[config.mk]
export PLATFORM = sky130hd
export DESIGN_NAME = popcount_sequencer
export DESIGN_NICKNAME = d
export VERILOG_FILES = /design/src/rtl/popcount_pkg.sv /design/src/rtl/watchdog_timer.sv /design/src/rtl/popcount_sequencer.sv
export SDC_FILE = /design/constraint.sdc
export NUM_CORES = 1
export LEC_CHECK = 0
export ABC_AREA = 1
export CAP_MARGIN = 20
export CORE_ASPECT_RATIO = 0.75
export CORE_MARGIN = 2
export CORE_UTILIZATION = 55
export CTS_CLUSTER_SIZE = 25
export DETAILED_ROUTE_END_ITERATION = 8
export HOLD_SLACK_MARGIN = 0.08
export PLACE_DENSITY = 0.85
export SLEW_MARGIN = 5
export SYNTH_ARGS = -nofsm -noshare
export SYNTH_HDL_FRONTEND = slang
export SYNTH_HIERARCHICAL = 1
export SYNTH_SLANG_ARGS = --single-unit
[constraint.sdc]
create_clock -name clk -period 3.45 [get_ports clk]
set_input_delay 0.69 -clock clk [delete_from_list [all_inputs] [get_ports clk]]
set_output_delay 0.69 -clock clk [all_outputs]
set_load 0.02 [all_outputs]
[src/rtl/popcount_pkg.sv]
// Shared types, default sizing and the saturating adder for the popcount sequencer.
package popcount_pkg;

  localparam int DATA_W_DEF  = 8;
  localparam int RES_W_DEF   = 4;
  localparam int TOTAL_W_DEF = 12;
  localparam int TIMEOUT_DEF = 64;

  typedef enum logic [1:0] {IDLE, RUN, DRAIN} seq_state_t;

  // Sum of two values clamped to the largest w-bit number (w <= 31).
  function automatic logic [31:0] sat_add(input logic [31:0] total,
                                          input logic [31:0] inc,
                                          input int unsigned w);
    logic [32:0] sum;
    logic [32:0] lim;
    sum = {1'b0, total} + {1'b0, inc};
    lim = (33'd1 << w) - 33'd1;
    return (sum > lim) ? lim[31:0] : sum[31:0];
  endfunction

endpackage

[src/rtl/watchdog_timer.sv]
// Cycle counter that flags a stall once en has been held TIMEOUT cycles since the last clr.
module watchdog_timer
  import popcount_pkg::*;
#(
  parameter int TIMEOUT = TIMEOUT_DEF
) (
  input  logic clk,
  input  logic reset,
  input  logic clr,
  input  logic en,
  output logic timeout
);

  localparam int CW = $clog2(TIMEOUT + 1);

  logic [CW-1:0] cnt;

  // Count enabled cycles; parks at TIMEOUT-1 so timeout stays asserted until cleared.
  always_ff @(posedge clk or negedge reset) begin
    if (!reset)                                 cnt <= '0;
    else if (clr)                               cnt <= '0;
    else if (en && cnt != CW'(TIMEOUT - 1))     cnt <= cnt + CW'(1);
  end

  // Fires during the TIMEOUT-th enabled cycle, so the owner reacts on that edge.
  assign timeout = en && (cnt == CW'(TIMEOUT - 1));

endmodule

[src/rtl/popcount_sequencer.sv]
// Feeds words one at a time to bit_counter, reports each result as a pulse and
// keeps a saturating running total. A watchdog aborts words whose done never toggles.
// RES_W must be wide enough that 2^RES_W > DATA_W.
module popcount_sequencer
  import popcount_pkg::*;
#(
  parameter int DATA_W  = DATA_W_DEF,
  parameter int RES_W   = RES_W_DEF,
  parameter int TOTAL_W = TOTAL_W_DEF,
  parameter int TIMEOUT = TIMEOUT_DEF
) (
  input  logic               clk,
  input  logic               reset,
  input  logic               in_valid,
  input  logic [DATA_W-1:0]  in_data,
  output logic               in_ready,
  input  logic               clear,
  output logic               cnt_start,
  output logic [DATA_W-1:0]  cnt_data,
  input  logic               cnt_done,
  input  logic [RES_W-1:0]   cnt_result,
  output logic               out_valid,
  output logic [RES_W-1:0]   out_count,
  output logic [TOTAL_W-1:0] total,
  output logic               error
);

  seq_state_t state;
  logic       wd_clr;
  logic       wd_en;
  logic       wd_to;

  assign in_ready = (state == IDLE);
  assign wd_en    = (state != IDLE);

  // Restart the watchdog on every edge that moves the FSM to a new state.
  always_comb begin
    wd_clr = 1'b0;
    case (state)
      IDLE:    wd_clr = in_valid;
      RUN:     wd_clr = cnt_done || wd_to;
      DRAIN:   wd_clr = !cnt_done || wd_to;
      default: wd_clr = 1'b1;
    endcase
  end

  watchdog_timer #(.TIMEOUT(TIMEOUT)) u_wd (
    .clk     (clk),
    .reset   (reset),
    .clr     (wd_clr),
    .en      (wd_en),
    .timeout (wd_to)
  );

  // Handshake FSM with registered outputs; a real done beats a same-cycle timeout,
  // and clear overrides any total/error update on the same edge.
  always_ff @(posedge clk or negedge reset) begin
    if (!reset) begin
      state     <= IDLE;
      cnt_start <= 1'b0;
      cnt_data  <= '0;
      out_valid <= 1'b0;
      out_count <= '0;
      total     <= '0;
      error     <= 1'b0;
    end else begin
      out_valid <= 1'b0;
      case (state)
        IDLE: begin
          if (in_valid) begin
            cnt_data  <= in_data;
            cnt_start <= 1'b1;
            state     <= RUN;
          end
        end
        RUN: begin
          if (cnt_done) begin
            out_count <= cnt_result;
            out_valid <= 1'b1;
            total     <= TOTAL_W'(sat_add(32'(total), 32'(cnt_result), TOTAL_W));
            cnt_start <= 1'b0;
            state     <= DRAIN;
          end else if (wd_to) begin
            error     <= 1'b1;
            cnt_start <= 1'b0;
            state     <= DRAIN;
          end
        end
        DRAIN: begin
          if (!cnt_done) begin
            state <= IDLE;
          end else if (wd_to) begin
            error <= 1'b1;
            state <= IDLE;
          end
        end
        default: begin
          cnt_start <= 1'b0;
          state     <= IDLE;
        end
      endcase
      if (clear) begin
        total <= '0;
        error <= 1'b0;
      end
    end
  end

endmodule

==> reports/qor.yml, run 1 <==
dieHeight_um: 58.1
clock_latency_ns: 0.29
timing_worst_slew_pin_value_ns: 0.456
num_io_pins: 45
power-per-cell-area_nw_per_um2: 653
tritoncts_clock_tree: "done"
type_of_the_setup_path_with_the_least_slack: "in -> reg"
route.antenna.remaining_nets: 0
ys_seq_elements: 36
cts_root_buffer: "sky130_fd_sc_hd__clkbuf_8"
place_inst: 372
end_kind: "register"
final.setup.tns_ns: 0
netlist_instances: 275
timing.final.hold_violations: 0
worstPathMaxFanout: 8
ctsLongestPathBuffers: 2
post_syn_nets: 302
clk_skew_ns: 0.00797
fmax_mhz: 379
seq_area_frac_synth: 0.420
drt_pass1_iterations: 7
drc_errors: 0
post_cts_hold_buffer_count: 0
grt_antenna_before_repair: 0
routed_wire_length_um: 5050
cts_resized: 0
grt_max_degree: 37
power.ir.vdd_worst_v: 0.000435
setup_repair_after_global_routing_missed_its_margin: "false"
grt-ovfl-total: 0
start_util: 0.579
status: "completed"
synth-edff-count: 0
buffer_ports.inserted: 44
die_area_um2: 4420
chipWidth_um: 76.1
drt_iter0_drc: 141
synth_cell_types: 30
relSlewSlack: 0.696
vias: 1973
finalMaxSlewViolations: 0
synth.area.top_cells: "sky130_fd_sc_hd__dfrtp_1 42%, sky130_fd_sc_hd__nand2_1 17%, sky130_fd_sc_hd__nand3_1 7.0%"
most_common_library_cells_after_synthesis: "98 x sky130_fd_sc_hd__nand2_1, 36 x sky130_fd_sc_hd__dfrtp_1, 31 x sky130_fd_sc_hd__inv_1, 30 x sky130_fd_sc_hd__nand3_1, 22 x sky130_fd_sc_hd__nor2_1"
syn-mean-instance-area_um2: 7.81
grt_pass1_wl_um: 8970
cts.sink_count: 36
syn2layout_area_growth_pct: 28.7
timing.critical_path.arrival_ns: 2.86
finalCriticalPeriod_ns: 2.64
cts.htree.levels: 2
synth_top_cell_by_area: "sky130_fd_sc_hd__dfrtp_1"
ys.flop_type: "sky130_fd_sc_hd__dfrtp_1"
synthArstFlopShare: 1.00
antenna_cells_inserted: 0
finalSetupViolations: 0
grt_pass1_vias: 1955
share_of_layout_cells_above_drive_strength_1: 0.104
mapped_area_um2: 2150
worst_hold_path_type: "reg -> reg"
layout.nets: 354
std_cell_rows: 19
drt-vias-per-instance: 5.19
fp.coreArea_um2: 3710
kind_of_launch_point_of_the_worst_setup_path: "primary input"
clock_transition_at_the_register_clock_pins_on_the_worst_setup_and_hold_paths_after_cts_ns: 0.07
yosys.cell_count.top_type: "sky130_fd_sc_hd__nand2_1"
post-dp-hpwl_um: 3740
warning_count_from_the_yosys_run: 6
ff2ff_setup_slack_ns: 1.28
fillers: 295
postCtsSetupRepairBufs: 0
cts_buffer_count: 5
period_share: 0.765
layout.cells.non_filler: 380
grt_usage: 0.257
drt-wirelength-per-cell_um: 13.3
leakagePower_nw: 1.41
post-synth-top-area-fraction: 0.420
gpl.final_weighted_congestion: 0.853
critPathRequiredTime_ns: 3.67
timing.max_cap.violations: 0
worst max-delay path: stages:
cell and delay (ns):
sky130_fd_sc_hd__clkdlybuf4s50_1 0.48, sky130_fd_sc_hd__ha_1 0.24, sky130_fd_sc_hd__inv_1 0.08, sky130_fd_sc_hd__fa_1 0.37
sky130_fd_sc_hd__inv_1 0.08, sky130_fd_sc_hd__nand3_1 0.08, sky130_fd_sc_hd__nand2_2 0.15, sky130_fd_sc_hd__nand4_1 0.22
sky130_fd_sc_hd__buf_4 0.26, sky130_fd_sc_hd__nand2_1 0.09, sky130_fd_sc_hd__nand2_1 0.05, sky130_fd_sc_hd__nand2_1 0.06
placed cells by master (no fill, tap or decap), types with 4 or more instances in the layout:
cell type / Yosys / final
sky130_fd_sc_hd__clkbuf_8: 0 / 5
sky130_fd_sc_hd__dfrtp_1: 36 / 36
sky130_fd_sc_hd__nand3_1: 30 / 30
sky130_fd_sc_hd__nor2_1: 22 / 22
sky130_fd_sc_hd__nand4_1: 4 / 4
sky130_fd_sc_hd__clkdlybuf4s50_1: 0 / 44
sky130_fd_sc_hd__o21ai_2: 4 / 4
sky130_fd_sc_hd__mux2_2: 8 / 8
sky130_fd_sc_hd__ha_1: 9 / 9
sky130_fd_sc_hd__inv_1: 31 / 31
sky130_fd_sc_hd__nand2_1: 98 / 98
per-stage QoR:
stage,cell area (µm²),power (mW),hold WS (ns),setup slack [ns],util
detailed placement,2660,1.44,0.473,0.568,0.716
finish,2760,1.80,0.489,0.811,0.745
global route,2760,1.92,0.512,0.704,0.745
global placement,2660,1.42,0.466,0.668,0.716
CTS,2760,1.82,0.495,0.840,0.745
floorplan,2150,1.12,0.394,1.40,-
cell families (layout without fill, tap and decap cells):
kind of cell | Yosys count | count (layout) | synth area share
and+or+nand+nor | 164 | 164 | 0.337
buffers and inverters | 37 | 90 | 0.0723
DFF | 36 | 36 | 0.420
AOI/OAI and AO/OA | 18 | 18 | 0.0589
adders and majority gates | 10 | 10 | 0.0618
muxes | 8 | 8 | 0.0420
xor gates and xnor gates | 2 | 2 | 0.00816
routing by layer:
layer / share of wire / track usage
met5: 0 / 0
met1: 0.48 / 0.352
met3: 0.055 / 0.0498
met4: 0.018 / 0.117
met2: 0.44 / 0.404
flip-flops by register name, indices dropped and copies added, names as in the netlist:
name,cells
out_valid,1
total,12
cnt_start,1
error,1
cnt_data,8
out_count,4
u_wd/cnt,7
state,2
cell type report:
cell class                      count  area (µm²)  area share
Clock buffer                        6        72.6      0.0263
Clock inverter                      2        35.0      0.0127
Inverter                           35         136      0.0493
Multi-Input combinational cell    202        1090       0.395
Sequential cell                    36         901       0.326
Tap cell                           52        65.1      0.0235
Timing Repair Buffer               47         463       0.167
final timing paths:
kind / start / cells past startpoint / endpoint
max: cnt_result[0] / 12 / total[3]
min: out_count[2] / 2 / out_count[2]
max reg2reg: state[0] / 12 / u_wd/cnt[1]
min reg2reg: out_count[2] / 2 / out_count[2]
max in group asynchronous: reset / 2 / total[1]
min in group asynchronous: reset / 2 / out_count[2]
power by group:
part           switching (mW)  total, mW  internal [mW]
Sequential             0.0755      0.608          0.532
Clock                   0.153      0.368          0.214
Combinational           0.475      0.829          0.354
No activity file was read; power rests on OpenSTA's default activity.
==> run 2: changes to the inputs <==
--- a/config.mk
+++ b/config.mk
@@ -9,11 +9,11 @@
 export CAP_MARGIN = 20
 export CORE_ASPECT_RATIO = 0.75
 export CORE_MARGIN = 2
-export CORE_UTILIZATION = 55
+export CORE_UTILIZATION = 46
 export CTS_CLUSTER_SIZE = 25
 export DETAILED_ROUTE_END_ITERATION = 8
 export HOLD_SLACK_MARGIN = 0.08
-export PLACE_DENSITY = 0.85
+export PLACE_DENSITY = 0.76
 export SLEW_MARGIN = 5
 export SYNTH_ARGS = -nofsm -noshare
 export SYNTH_HDL_FRONTEND = slang
==> constraint.sdc (replaced) <==
create_clock -name clk -period 2.3 [get_ports clk]
set_input_delay 0.46 -clock clk [delete_from_list [all_inputs] [get_ports clk]]
set_output_delay 0.46 -clock clk [all_outputs]
set_load 0.02 [all_outputs]
==> run 2 against run 1 <==
Hold slack worse by 0.0017 ns. Final area grew 1.6%. Clock skew is 0.0033 ns lower. Setup slack worse by 0.63 ns. Global-route usage down 4.8 points. Largest power group unchanged. Highest routed layer unchanged.
==> reports/qor.yml, run 2 (synthesized netlist as in run 1, its figures left out) <==
drc_errors: 0  # unchanged
cts_buffer_count: 5  # unchanged
cts.htree.levels: 2  # unchanged
leakagePower_nw: 1.43  # was 1.41 nW
cts_root_buffer: "sky130_fd_sc_hd__clkbuf_8"  # unchanged
mostFrequentLayoutCell: "sky130_fd_sc_hd__nand2_1"  # unchanged
period_share: 0.919
chipWidth_um: 82.9  # was 76.1 µm
critical-path-slowest-cell: "sky130_fd_sc_hd__clkdlybuf4s50_1"  # unchanged
fmax_mhz: 473
power-per-cell-area_nw_per_um2: 941  # was 653 nW/µm²
routed_wire_length_um: 5080  # was 5050 µm
crit_buf_inv: 4  # unchanged
start_util: 0.481  # was 0.579
setup_ws_post_layout_ns: 0.186  # was 0.811 ns
drt-vias-per-instance: 5.05  # was 5.19
final.setup.tns_ns: 0  # unchanged
end_kind: "register"  # unchanged
drt_pass1_iterations: 4  # was 7
postPlaceCellArea_um2: 2720  # was 2660 µm²
grt_max_degree: 37  # unchanged
drt-wirelength-per-cell_um: 12.9  # was 13.3 µm
largest_reg_flops: 12  # unchanged
vias: 1978  # was 1,973
setup_repair_after_global_routing_missed_its_margin: "false"  # unchanged
grt_pass1_vias: 1827  # was 1,955
share_of_layout_cells_above_drive_strength_1: 0.122  # was 0.104
critPathRequiredTime_ns: 2.51  # was 3.67 ns
critical_path_max_stage_delay_ns: 0.48  # about the same
std_cell_rows: 21  # was 19
multiInputGateArea_um2: 1090  # unchanged
finalMaxSlewViolations: 0  # unchanged
grt_usage: 0.208  # was 0.257
post_cts_hold_buffer_count: 0  # unchanged
worst_path_dominant_cell_family: "buffers and inverters"  # unchanged
seq_area_um2: 901  # unchanged
route.antenna.remaining_nets: 0  # unchanged
post-dp-hpwl_um: 3860  # was 3740 µm
cts.sink_count: 36  # unchanged
timing.max_cap.violations: 0  # unchanged
timing.critical_path.arrival_ns: 2.32  # was 2.86 ns
grt_pass1_wl_um: 8840  # was 8970 µm
finalCriticalPeriod_ns: 2.11
layout_common_cells: "98 x sky130_fd_sc_hd__nand2_1, 44 x sky130_fd_sc_hd__clkdlybuf4s50_1, 36 x sky130_fd_sc_hd__dfrtp_1"  # unchanged
antenna_cells_inserted: 0  # unchanged
reg_top3: "total x12, cnt_data x8, u_wd/cnt x7"  # unchanged
drt_iter0_drc: 158  # was 141
timing_worst_slew_pin_value_ns: 0.450  # was 0.456 ns
finalSetupViolations: 0  # unchanged
postCtsSetupRepairBufs: 0  # unchanged
ctsLongestPathBuffers: 2  # unchanged
relSlewSlack: 0.700  # was 0.696
die_area_um2: 5240  # was 4420 µm²
fillers: 403  # was 295
grt_antenna_before_repair: 0  # unchanged
tritoncts_clock_tree: "done"  # unchanged
clock_transition_at_the_register_clock_pins_on_the_worst_setup_and_hold_paths_after_cts_ns: 0.07  # about the same
gpl.final_weighted_congestion: 0.963  # was 0.853
pre_cts_slack_ns: -0.0970  # was 0.568 ns
layout.nets: 361  # was 354
status: "completed"  # unchanged
syn2layout_area_growth_pct: 30.8  # was 28.7%
power.ir.vdd_worst_v: 0.000637  # was 0.000435 V
cts_resized: 0  # unchanged
reg2regPathDepth: 13  # was 12
buffer_ports.inserted: 44  # unchanged
layout.cell_area.non_filler_um2: 2810  # was 2760 µm²
timing.final.hold_violations: 0  # unchanged
clk_skew_ns: 0.00464  # was 0.00797 ns
num_io_pins: 45  # unchanged
fp.coreArea_um2: 4470  # was 3710 µm²
power_mw: 2.64  # was 1.80 mW
fin_util: 0.629  # was 0.745
worstPathMaxFanout: 7  # was 8
holdPathStages: 2  # unchanged
critical_path_cell_count: 12  # unchanged
clock_latency_ns: 0.28  # was 0.29 ns
largest_register: "total"  # unchanged
critical_path.cell_chain: "clkdlybuf4s50_1 > ha_1 > inv_1 > fa_1 > inv_1 > nand3_1 > nand2_2 > nand4_1 > buf_4 > nand2_1 > nand2_1 > o21ai_1"  # was clkdlybuf4s50_1 > ha_1 > inv_1 > fa_1 > inv_1 > nand3_1 > nand2_2 > nand4_1 > buf_4 > nand2_1 > nand2_1 > nand2_1
type_of_the_setup_path_with_the_least_slack: "in -> reg"  # unchanged
worst_hold_path_type: "reg -> reg"  # unchanged
kind_of_launch_point_of_the_worst_setup_path: "primary input"  # unchanged
dieHeight_um: 63.2  # was 58.1 µm
grt-ovfl-total: 0  # unchanged
-- run 2: cell types whose count changed in the layout (fill, tap and decap cells not counted), sizes merged --
cell	change
clkinv	-1
bufinv	-1
clkinvlp	+1
clkbuf	+1
buf	+7
-- run 2: final timing paths --
check	startpoint	end	slack [ns]
worst max-delay path	cnt_result[0]	total[1]	0.19
worst min-delay path	out_count[0]	out_count[0]	0.49
worst max register to register	u_wd/cnt[0]	u_wd/cnt[3]	0.26
worst min register to register	out_count[0]	out_count[0]	0.49
max in group asynchronous	reset	total[6]	1.39
min in group asynchronous	reset	out_count[2]	0.60
-- run 2: tightest hold or removal path, cell delays in order (launching register included) --
cell and delay [ns]:
sky130_fd_sc_hd__dfrtp_1 0.35, sky130_fd_sc_hd__nand2_1 0.05, sky130_fd_sc_hd__nand2_1 0.05
-- run 2: power breakdown --
part	internal [mW]	switching [mW]	total [mW]
registers	0.798	0.109	0.907
clock network	0.243	0.222	0.465
logic	0.565	0.706	1.27
-- run 2: metal layers --
metal,share of wire,GRT usage,vias up
li1,-,-,998
met1,0.48,0.301,910
met2,0.44,0.326,68
met3,0.069,0.0485,2
met4,0.0053,0.0369,0
met5,0,0,-
-- run 2: through the flow --
stage | hold WS, ns | std cells
after floorplan | 0.164 | 275
after global placement | 0.468 | 384
after detailed placement | 0.464 | 384
after CTS | 0.493 | 392
after global routing | 0.530 | 392
final | 0.487 | 392
-- run 2: layout make-up --
cell class              count  area share
inverters                  35      0.0486
clock inverters             1     0.00267
flip-flops and latches     36       0.321
well taps                  57      0.0254
repair buffers             54       0.184
clock buffers               7      0.0307
multi-input cells         202       0.388
==> run 3: changes to the inputs <==
--- a/config.mk
+++ b/config.mk
@@ -9,11 +9,10 @@
 export CAP_MARGIN = 20
 export CORE_ASPECT_RATIO = 0.75
 export CORE_MARGIN = 2
-export CORE_UTILIZATION = 46
+export CORE_UTILIZATION = 25
 export CTS_CLUSTER_SIZE = 25
 export DETAILED_ROUTE_END_ITERATION = 8
 export HOLD_SLACK_MARGIN = 0.08
-export PLACE_DENSITY = 0.76
 export SLEW_MARGIN = 5
 export SYNTH_ARGS = -nofsm -noshare
 export SYNTH_HDL_FRONTEND = slang
==> run 3 against run 2 <==
Maximum frequency down 0.67%. Non-clock buffer count down 3. Hold slack worse by 0.21 ns. Count of clock-buffer cells in the layout down 1. Highest routed layer unchanged. Total power up 8.0%. Global-route usage down 9.5 points. Final area up 3.3%. Utilization down 28 points.
==> reports/qor.yml, run 3 (synthesized netlist as in run 1, its figures left out) <==
post-dp-hpwl_um: 3750  # was 3860 µm
tritoncts_clock_tree: "done"  # unchanged
fp.coreArea_um2: 8380  # was 4470 µm²
fillers: 848  # was 403
fmax_mhz: 470  # was 473 MHz
layout_common_cells: "98 x sky130_fd_sc_hd__nand2_1, 43 x sky130_fd_sc_hd__clkdlybuf4s50_1, 36 x sky130_fd_sc_hd__dfrtp_1"  # was 98 x sky130_fd_sc_hd__nand2_1, 44 x sky130_fd_sc_hd__clkdlybuf4s50_1, 36 x sky130_fd_sc_hd__dfrtp_1
critPathRequiredTime_ns: 2.51  # about the same
drt_iter0_drc: 141  # was 158
ff2ff_setup_slack_ns: 0.30  # was 0.26 ns
timing_worst_slew_pin_value_ns: 0.826  # was 0.450 ns
cts.sink_count: 36  # unchanged
postCtsSetupRepairBufs: 0  # unchanged
antenna_cells_inserted: 0  # unchanged
type_of_the_setup_path_with_the_least_slack: "in -> reg"  # unchanged
grt_usage: 0.114  # was 0.208
worst_hold_path_type: "in -> async"  # was reg -> reg
grt_max_degree: 37  # unchanged
drc_errors: 0  # unchanged
layout.cell_area.non_filler_um2: 2900  # was 2810 µm²
kind_of_launch_point_of_the_worst_setup_path: "primary input"  # unchanged
vias: 1927  # was 1,978
leakagePower_nw: 1.45  # was 1.43 nW
relSlewSlack: 0.449  # was 0.700
cts.htree.levels: 2  # unchanged
dieHeight_um: 84.3  # was 63.2 µm
timing.final.hold_violations: 0  # unchanged
setup_ws_post_layout_ns: 0.172  # was 0.186 ns
reg_top3: "total x12, cnt_data x8, u_wd/cnt x7"  # unchanged
num_io_pins: 45  # unchanged
reg2regPathDepth: 12  # was 13
chipWidth_um: 111  # was 82.9 µm
ctsLongestPathBuffers: 2  # unchanged
largest_reg_flops: 12  # unchanged
finalCriticalPeriod_ns: 2.13  # was 2.11 ns
worst_reg2reg_path_endpoint: "u_wd/cnt[0]"  # was u_wd/cnt[3]
finalSetupViolations: 0  # unchanged
std_cell_rows: 29  # was 21
layout.nets: 358  # was 361
worstPathMaxFanout: 6  # was 7
finalMaxSlewViolations: 0  # unchanged
fin_util: 0.346  # was 0.629
timing.critical_path.arrival_ns: 2.34  # was 2.32 ns
routed_wire_length_um: 5130  # was 5080 µm
largest_register: "total"  # unchanged
cts_buffer_count: 5  # unchanged
timing.max_cap.violations: 0  # unchanged
pre_cts_slack_ns: -0.124  # was -0.0970 ns
grt_pass1_vias: 1830  # was 1,827
status: "completed"  # unchanged
buffer_ports.inserted: 44  # unchanged
grt-ovfl-total: 0  # unchanged
grt_antenna_before_repair: 0  # unchanged
final.hold.worst_slack_ns: 0.275  # was 0.487 ns
drt-vias-per-instance: 4.38  # was 5.05
setup_repair_after_global_routing_missed_its_margin: "false"  # unchanged
grt_pass1_wl_um: 8710  # was 8840 µm
drt_pass1_iterations: 4  # unchanged
power-per-cell-area_nw_per_um2: 984  # was 941 nW/µm²
die_area_um2: 9350  # was 5240 µm²
clk_skew_ns: 0.00369  # was 0.00464 ns
r2r_start: "u_wd/cnt[0]"  # unchanged
share_of_layout_cells_above_drive_strength_1: 0.120  # was 0.122
post_cts_hold_buffer_count: 0  # unchanged
period_share: 0.925  # was 0.919
clock_transition_at_the_register_clock_pins_on_the_worst_setup_and_hold_paths_after_cts_ns: 0.06  # was 0.07 ns
syn2layout_area_growth_pct: 35.1  # was 30.8%
cts_root_buffer: "sky130_fd_sc_hd__clkbuf_16"  # was sky130_fd_sc_hd__clkbuf_8
drt-wirelength-per-cell_um: 11.7  # was 12.9 µm
clock_latency_ns: 0.28  # about the same
end_kind: "register"  # unchanged
power.ir.vdd_worst_v: 0.000552  # was 0.000637 V
cts_resized: 0  # unchanged
route.antenna.remaining_nets: 0  # unchanged
postPlaceCellArea_um2: 2750  # was 2720 µm²
start_util: 0.256  # was 0.481
mostFrequentLayoutCell: "sky130_fd_sc_hd__nand2_1"  # unchanged
final.setup.tns_ns: 0  # unchanged
gpl.final_weighted_congestion: 0.857  # was 0.963
-- run 3: final cells by class --
| type | instances | area, µm² | area share |
|---|---|---|---|
| clock buffers | 6 | 139 | 0.0479 |
| clock inverters | 2 | 10.0 | 0.00345 |
| inverters | 35 | 136 | 0.0470 |
| multi-input cells | 202 | 1090 | 0.376 |
| flip-flops and latches | 36 | 901 | 0.311 |
| well taps | 108 | 135 | 0.0466 |
| repair buffers | 51 | 488 | 0.168 |
-- run 3: through the flow --
| stage | instances | total power [mW] |
|---|---|---|
| 2_1_floorplan | 275 | 1.68 |
| 3_3_place_gp | 432 | 2.16 |
| 3_5_place_dp | 432 | 2.18 |
| 4_1_cts | 440 | 2.89 |
| 5_1_grt | 440 | 3.05 |
| 6_report | 440 | 2.85 |
-- run 3: how the worst max path moves through the flow --
stage	start	end	slack, ns	depth (start not counted)
floorplan	state[0]	u_wd/cnt[2]	0.37	12
global placement	cnt_result[0]	total[1]	-0.08	12
detailed placement	cnt_result[0]	total[1]	-0.12	12
CTS	cnt_result[0]	total[1]	0.17	12
global route	cnt_result[0]	total[1]	0.0004	12
finish	cnt_result[0]	total[1]	0.17	12
-- run 3: per-layer routing --
| metal | GRT usage | wire length [µm] |
|---|---|---|
| met3 | 0.0318 | 239 |
| met2 | 0.179 | 2260 |
| met5 | 0 | 0 |
| met4 | 0.0303 | 53 |
| met1 | 0.155 | 2580 |
-- run 3: where the power goes --
| group | internal (mW) | total, mW | switching (mW) |
|---|---|---|---|
| combinational | 0.555 | 1.25 | 0.699 |
| clock | 0.427 | 0.689 | 0.262 |
| sequential | 0.800 | 0.912 | 0.113 |
-- run 3: worst max-delay path: stages --
cell and delay (ns):
sky130_fd_sc_hd__clkdlybuf4s50_1 0.49, sky130_fd_sc_hd__ha_1 0.17, sky130_fd_sc_hd__inv_1 0.06, sky130_fd_sc_hd__fa_1 0.39, sky130_fd_sc_hd__inv_1 0.09, sky130_fd_sc_hd__nand3_1 0.08, sky130_fd_sc_hd__nand2_2 0.13, sky130_fd_sc_hd__nand4_1 0.12
sky130_fd_sc_hd__buf_4 0.19, sky130_fd_sc_hd__nand2_1 0.06, sky130_fd_sc_hd__nand2_1 0.04, sky130_fd_sc_hd__o21ai_1 0.06
